**src/rtl/key_bank.sv**
```systemverilog
// key_bank: multi-channel push-button conditioner.
//
// Every channel is independent: the raw button level is polarity-corrected,
// passed through two synchroniser flops, debounced, and turned into a clean
// level plus single-cycle press, release, long-press and auto-repeat pulses.
//
// Ports:
//   clk         system clock (single domain)
//   rst_n       synchronous active-low reset
//   button      raw asynchronous button levels, one bit per channel
//   key_state   debounced level, 1 = pressed
//   key_down    1-cycle pulse on a debounced press
//   key_up      1-cycle pulse on a debounced release
//   key_long    1-cycle pulse once per press when the hold threshold is reached
//   key_repeat  periodic 1-cycle pulse after key_long while still held
module key_bank #(
  parameter int N_KEYS       = 4,
  parameter int ACTIVE_LOW   = 1,
  parameter int TIME_DELAY   = 16,
  parameter int HOLD_WIDTH   = 24,
  parameter int REPEAT_WIDTH = 22,
  parameter int REPEAT_EN    = 1
) (
  input  logic              clk,
  input  logic              rst_n,
  input  logic [N_KEYS-1:0] button,
  output logic [N_KEYS-1:0] key_state,
  output logic [N_KEYS-1:0] key_down,
  output logic [N_KEYS-1:0] key_up,
  output logic [N_KEYS-1:0] key_long,
  output logic [N_KEYS-1:0] key_repeat
);

  localparam logic PRESS_INV = (ACTIVE_LOW != 0);
  localparam logic REPEAT_ON = (REPEAT_EN != 0);
  localparam logic [TIME_DELAY-1:0] DB_ONE   = TIME_DELAY'(1);
  localparam logic [HOLD_WIDTH-1:0] HOLD_ONE = HOLD_WIDTH'(1);

  typedef enum logic [1:0] {
    ST_IDLE   = 2'd0,
    ST_HOLD   = 2'd1,
    ST_REPEAT = 2'd2
  } hold_state_t;

  genvar gi;
  generate
    for (gi = 0; gi < N_KEYS; gi++) begin : g_key
      logic                  raw;
      logic                  sync0_reg, sync1_reg;
      logic [TIME_DELAY-1:0] db_cnt_reg, db_cnt_next;
      logic                  key_state_reg, key_state_next;
      logic                  toggle, press_toggle, release_toggle;
      logic                  down_reg, up_reg;
      hold_state_t           state_reg, state_next;
      logic [HOLD_WIDTH-1:0] hold_reg, hold_next;
      logic                  long_reg, long_next;
      logic                  repeat_reg, repeat_next;

      // Internal polarity: 1 = pressed.
      assign raw = button[gi] ^ PRESS_INV;

      // The level flips only after the synced input has disagreed with it for
      // a full counter period; any agreement in between restarts the count.
      assign toggle         = (key_state_reg != sync1_reg) && (&db_cnt_reg);
      assign press_toggle   = toggle && !key_state_reg;
      assign release_toggle = toggle &&  key_state_reg;

      always_comb begin
        db_cnt_next    = db_cnt_reg;
        key_state_next = key_state_reg;
        if (key_state_reg == sync1_reg) begin
          db_cnt_next = '0;
        end else if (&db_cnt_reg) begin
          db_cnt_next    = '0;
          key_state_next = ~key_state_reg;
        end else begin
          db_cnt_next = db_cnt_reg + DB_ONE;
        end
      end

      // Hold/repeat FSM. A release toggle always wins over a terminal count
      // landing on the same edge, so key_up is never paired with long/repeat.
      always_comb begin
        state_next  = state_reg;
        hold_next   = hold_reg;
        long_next   = 1'b0;
        repeat_next = 1'b0;
        case (state_reg)
          ST_IDLE: begin
            hold_next = '0;
            if (press_toggle) begin
              state_next = ST_HOLD;
            end
          end
          ST_HOLD: begin
            if (release_toggle) begin
              state_next = ST_IDLE;
              hold_next  = '0;
            end else if (&hold_reg) begin
              long_next  = 1'b1;
              hold_next  = '0;
              state_next = ST_REPEAT;
            end else begin
              hold_next = hold_reg + HOLD_ONE;
            end
          end
          ST_REPEAT: begin
            // Counter restarts from zero here, so only the low bits ever move.
            if (release_toggle) begin
              state_next = ST_IDLE;
              hold_next  = '0;
            end else if (&hold_reg[REPEAT_WIDTH-1:0]) begin
              repeat_next = REPEAT_ON;
              hold_next   = '0;
            end else begin
              hold_next = hold_reg + HOLD_ONE;
            end
          end
          default: begin
            state_next = ST_IDLE;
            hold_next  = '0;
          end
        endcase
      end

      always_ff @(posedge clk) begin
        if (!rst_n) begin
          sync0_reg     <= 1'b0;
          sync1_reg     <= 1'b0;
          db_cnt_reg    <= '0;
          key_state_reg <= 1'b0;
          down_reg      <= 1'b0;
          up_reg        <= 1'b0;
          state_reg     <= ST_IDLE;
          hold_reg      <= '0;
          long_reg      <= 1'b0;
          repeat_reg    <= 1'b0;
        end else begin
          sync0_reg     <= raw;
          sync1_reg     <= sync0_reg;
          db_cnt_reg    <= db_cnt_next;
          key_state_reg <= key_state_next;
          down_reg      <= press_toggle;
          up_reg        <= release_toggle;
          state_reg     <= state_next;
          hold_reg      <= hold_next;
          long_reg      <= long_next;
          repeat_reg    <= repeat_next;
        end
      end

      assign key_state[gi]  = key_state_reg;
      assign key_down[gi]   = down_reg;
      assign key_up[gi]     = up_reg;
      assign key_long[gi]   = long_reg;
      assign key_repeat[gi] = repeat_reg;
    end
  endgenerate

endmodule

```
**config.mk**
```make
export PLATFORM = sky130hd
export DESIGN_NAME = key_bank
export DESIGN_NICKNAME = d
export VERILOG_FILES = /design/src/rtl/key_bank.sv
export SDC_FILE = /design/constraint.sdc
export NUM_CORES = 1
export LEC_CHECK = 0
export BUFFER_PORTS_ARGS = -buffer_cell sky130_fd_sc_hd__buf_2
export CAP_MARGIN = 20
export CORE_ASPECT_RATIO = 1.4
export CORE_MARGIN = 2
export CORE_UTILIZATION = 62
export CTS_CLUSTER_DIAMETER = 100
export DETAILED_ROUTE_END_ITERATION = 10
export GPL_ROUTABILITY_DRIVEN = 0
export PLACE_DENSITY = 0.87
export RECOVER_POWER = 50
export SLEW_MARGIN = 10
export SYNTH_ARGS = -nofsm -noshare
export SYNTH_HDL_FRONTEND = slang
export SYNTH_SLANG_ARGS = --single-unit
```
**constraint.sdc**
```tcl
create_clock -name clk -period 2.8 [get_ports clk]
set_input_delay 0.56 -clock clk [delete_from_list [all_inputs] [get_ports clk]]
set_output_delay 0.56 -clock clk [all_outputs]
set_load 0.01 [all_outputs]
```
== Word-level counts from Yosys, hierarchy flattened ==
Index checks and enable logic that the tools add are counted.
Operators by class
  add/subtract/negate cells: 8
  eq/ne operators: 28
  mux-type cells: 48
  bitwise logic cells: 21
  reductions and logical operators: 52
Operator list (count)
  2-to-1 mux 24 bit: 16
  case mux 24 bit (2 select lines): 4
  adder 24 x 1 -> 24 bit, second input constant: 4
  AND reduction 24 bit: 4
  AND reduction 22 bit: 4
  AND reduction 17 bit: 4
  adder 16 x 1 -> 16 bit, second input constant: 4
  AND reduction 16 bit: 4
  OR reduction 3 bit: 12
  2-to-1 mux 2 bit: 16
  case mux 2 bit (3 select lines): 4
  inverter 1 bit: 21
  != test 2 bit, second input constant: 8
  logical AND 1 bit: 12
  != test 3 bit, second input constant: 4
  AND reduction 3 bit: 4
  equality test 2 x 1 -> 1 bit, second input constant: 4
  equality test 2 bit, second input constant: 4
  logical NOT 2 bit: 4
  2-to-1 mux 1 bit: 8
  equality test 1 bit: 4
  logical NOT 1 bit: 4
  != test 1 bit: 4
Word-level totals
  flip-flop bits (word level): 196
  bits of input ports: 6
  output and inout port bits: 20
  logic and storage cells: 197

== Longest topological paths before layout ==
  depth in word-level cells: 5
  depth in mapped cells: 8
  gate-level depth less buffers: 7

== Worst setup path before layout ==
OpenSTA, ideal clock, no wires.
  path kind: reg2reg
  start: register g_key[0].hold_reg[0]
  end: register g_key[0].hold_reg[2]
  setup time: 0.115 ns
  data arrival time: 1.929 ns
  data required time: 2.685 ns
  path slack: 0.756 ns
  stages on the path, launching flop included: 9
  path buffers: 1
  period minus slack after synthesis: 2.044 ns
  cells stage by stage: dfxtp_1 > ha_1 > and3_1 > nand4_4 > or3_4 > and2_4 > o211ai_4 > buf_6 > nor2_1
On the way
  longest elaborated chain between the ends: 4
  elaborated cells on any way between the ends: 8
  those cells by class: add/sub: 1; mux: 5; reduce/logical: 2
RTL lines
  start: declaration: line 55  | logic [HOLD_WIDTH-1:0] hold_reg, hold_next;
  start signal: assignment: line 146  | hold_reg <= hold_next;
  adder 24 x 1 -> 24 bit (tied with other cells): line 104, 116
  2-to-1 mux 24 bit (on tied branches): line 112, 99
  2-to-1 mux 24 bit (on tied branches): line 109, 96
  case mux 24 bit (2 select lines) *: line 88  | case (state_reg)
Mark *: on every way between the ends. The rest lies on a longest branch, timed or not.
A chain may end at the register's enable or synchronous reset.

== Worst setup path in the final report ==
  start: register g_key[0].hold_reg[0]
  end: register g_key[0].hold_reg[6]
The elaborated chain is that of the path after synthesis.

==> impl.org <==
** Flow run
- Number of violations of the max-capacitance limit :: 0

** Layout
- Diode count :: 0
- For this run, the post-layout net count is 1000.
- Number of flip-flops under the largest register name :: 96
- Compared with the post-synthesis result, the final layout area differs by 8.951%.
- Number of non-filler instances in the completed layout :: 1169
- Most frequent standard cell in the layout excluding fill and tap cells :: sky130_fd_sc_hd__nor2_1
- Final std cell area, no fill :: 9199 µm²
- Final standard cell utilization of the core :: 69.03%
- Of the cells placed in the final design, the portion with a size suffix greater than 1 is 5.471%.
- Leaving out fill and tap cells, the most frequent cells in the layout are sky130_fd_sc_hd__nor2_1 (216), sky130_fd_sc_hd__dfxtp_1 (196), sky130_fd_sc_hd__xor2_1 (74), sky130_fd_sc_hd__xnor2_1 (65), sky130_fd_sc_hd__nand3_1 (63).

** Timing
- Final hold analysis gives a worst-case slack of 0.2698 ns.
- At the pin with the least slew margin, the transition time is 0.9787 ns.
- Max Freq :: 420.9 MHz
- Sum of negative setup slack :: 0 ns
- The worst path meets setup with 0.4241 ns of slack.
- Time the worst path needs with I/O delays and setup :: 2.376 ns
- Dividing the final minimum period by the clock period gives 84.85%.
- Final hold vios :: 0
- Relative max-transition margin :: 34.75%
- Setup repair after global routing left no endpoint under its margin.
- Post-Route Skew :: 0.01002 ns
- The number of pins exceeding their max-slew limit in the final report is 0.
- Total setup violations reported at the end of the flow :: 0

** Setup path
- Worst R2R End :: g_key[0].hold_reg[6]
- Of all nets on the critical path, the largest fanout is 15.
- The number of cells on the worst reg-to-reg path is 8.
- Data on the critical path is required at its endpoint by 3.12 ns.
- In this run the critical register-to-register path is launched from g_key[0].hold_reg[0].
- The worst setup path is captured at a flip-flop.
- In this run the worst setup path begins at g_key[0].hold_reg[0].
- The critical path in this run is classified as flip-flop to flip-flop.
- In this run the register-to-register setup slack is 0.42 ns.
- Data on the critical path arrives at its endpoint at 2.70 ns.
- STA classifies the critical path startpoint as a flip-flop.
- The most critical setup path has its endpoint at g_key[0].hold_reg[6].

** Power
- VDD sags by at most 520.5 µV.
- The completed layout was analyzed and its total power is 5.405 mW.
- Static Leak :: 2.996 nW
- Total power divided by cell area :: 587.5 nW/µm²

** Clock tree
- After clock tree synthesis, the flow added hold-fix buffers numbering 0.
- Number of buffers inserted by post-CTS setup repair :: 0
- Clock transition at the register clock pins on the worst setup and hold paths after CTS :: 0.07 ns
- At the later pin of the worst-skew pair, clock insertion delay measures 0.44 ns.
- The longest clock path from root to sink contains 2 buffers.
- Counting every sink on the clock net gives 196.
- CTS Root Cell :: sky130_fd_sc_hd__clkbuf_16
- Buffers inserted during clock tree synthesis total 17.
- The number of gates resized after CTS was 0.
- TritonCTS built the clock tree.
- CTS built an H-tree with a depth of 4.

** Logic synthesis
- The synthesized netlist devotes 3.320% of its cell area to compound gates.
- In the synthesized netlist the dominant register cell turns out to be sky130_fd_sc_hd__dfxtp_1.
- Mapped Avg Cell Area :: 8.813 µm²
- Synth warn :: 0
- The synthesized netlist occupies a cell area of 8443 µm².
- The portion of synthesized area spent on multiplexers is 0.5928%.
- Xor/xnor share of the synthesized area :: 14.42%
- Sequential element share of the synthesized area :: 46.47%
- Summing the areas of all and, or, nand and nor instances in the mapped netlist gives 27.73% of the synthesized area.
- The synthesized netlist contains 49 unique library cells.
- Leading cell types by total area after synthesis :: sky130_fd_sc_hd__dfxtp_1 (46%), sky130_fd_sc_hd__nor2_1 (9.6%), sky130_fd_sc_hd__xor2_1 (7.7%), sky130_fd_sc_hd__xnor2_1 (6.7%), sky130_fd_sc_hd__nand3_1 (3.7%)
- Async set-reset flop share out of synthesis :: 0%
- Gate count of the mapped netlist :: 958
- Synthesized Nets :: 984
- Share of the synthesized area in the top cell type :: 46.47%
- The biggest area contributor in the post-synthesis netlist is sky130_fd_sc_hd__dfxtp_1.
- Post-synth EDFFs :: 0
- Adder and majority cell fraction of the synthesized area :: 2.964%
- After synthesis, the largest family of logic cells by area is simple AND/OR/NAND/NOR gates.
- After synthesis the netlist holds a flip-flop and latch count of 196.

** Detailed routing
- Routed via count :: 6225
- For this run, the detailed router's first-pass iteration total came to 4.
- Dividing the detail-routed wire length by the instance count gives 12.61 µm.
- Post-route ant nets :: 0
- Starting DRT DRC Count :: 200
- In the routed layout, each cell is associated on average with a via count of 5.325.
- Wires add up to 14740 µm.
- Post-route DRC violation count :: 0

** Floorplanning
- The die is 102.6 µm wide.
- Initial core utilization :: 63.36%
- Measured along the y axis, the die boundary spans 142.1 µm.
- After floorplanning, the core was sized to cover 13330 µm².
- In this run the count of I/O pins placed on the die edge is 26.
- The die covers 14580 µm².
- Number of rows created at floorplan :: 50

** Placed design
- After legalization and detailed placement, the total HPWL measured 9809 µm.
- Timing analysis after detailed placement gives a worst setup slack of 0.4114 ns.
- After detailed placement, the total cell area comes to 8618 µm².
- Buffers placed on the I/O ports in this run total 25.
- After detailed placement, the design holds a cell count of 1137.

** Global routing
- Vias in the first global route :: 6139
- Global routing used 21.71% of the available tracks across all layers.
- First-pass GRT wire length :: 25580 µm
- Largest net degree at the start of global routing :: 25
- Number of antenna violations at the first check in global routing :: 0
- Global route overflow :: 0

** Hold path
- The worst hold path belongs to the class input port to flip-flop.

** Outcome
- Status :: finished, final reports clean
[synth_stat cells, drive strengths merged (12+ instances only)]
| cell type | count |
|---|---|
| nor3 | 12 |
| dfxtp | 196 |
| ha | 20 |
| xnor2 | 65 |
| and3 | 24 |
| and4 | 17 |
| and2 | 12 |
| inv | 34 |
| buf | 30 |
| nand2 | 59 |
| nand3 | 64 |
| nor2 | 216 |
| xor2 | 74 |
| nand4 | 46 |
[kinds of logic (layout without fill, tap and decap cells)]
family                     count (synthesis)  after routing
AOI/OAI and AO/OA                         41             41
xor gates and xnor gates                 139            139
adders and majority gates                 20             20
buffers and inverters                     72            101
DFF                                      196            196
muxes                                      5              5
and+or+nand+nor                          485            485
[worst min-delay path by stage]
stage | to | from | cells past startpoint | slack [ns]
finish | g_key[3].sync0_reg | button[3] | 2 | 0.27
global placement | g_key[0].sync1_reg | g_key[0].sync0_reg | 1 | 0.42
global route | g_key[3].sync0_reg | button[3] | 2 | 0.25
floorplan | g_key[0].sync1_reg | g_key[0].sync0_reg | 1 | 0.41
CTS | g_key[0].sync0_reg | button[0] | 2 | 0.25
detailed placement | g_key[0].sync1_reg | g_key[0].sync0_reg | 1 | 0.42
[final cells by class]
class                   count  area, µm²
multi-input cells         690       4134
fillers                  1015       4126
flip-flops and latches    196       3924
clock buffers              20      446.7
well taps                 182      227.7
clock inverters            12      178.9
repair buffers             35      160.2
inverters                  34      127.6
[critical path: stages (launching register included)]
cell and delay, ns:
sky130_fd_sc_hd__dfxtp_1 0.37, sky130_fd_sc_hd__ha_1 0.19, sky130_fd_sc_hd__and3_1 0.28, sky130_fd_sc_hd__nand4_4 0.16, sky130_fd_sc_hd__or3_4 0.43, sky130_fd_sc_hd__and2_4 0.18
sky130_fd_sc_hd__o211ai_4 0.31, sky130_fd_sc_hd__buf_4 0.28, sky130_fd_sc_hd__nor2_1 0.08
[power breakdown]
part	total (mW)	switching (mW)	internal, mW
registers	2.80	0.00535	2.80
clock network	2.55	1.03	1.52
logic	0.0534	0.0354	0.0179
[routing by layer]
layer / vias to the layer above / share of wire, % / GRT usage, %
met5: - / 0 / 0
met1: 2903 / 42 / 23.30
met4: 0 / 2.1 / 9.333
li1: 3207 / - / -
met2: 89 / 53 / 39.46
met3: 26 / 2.9 / 5.452
(Power assumes the default switching activity.)
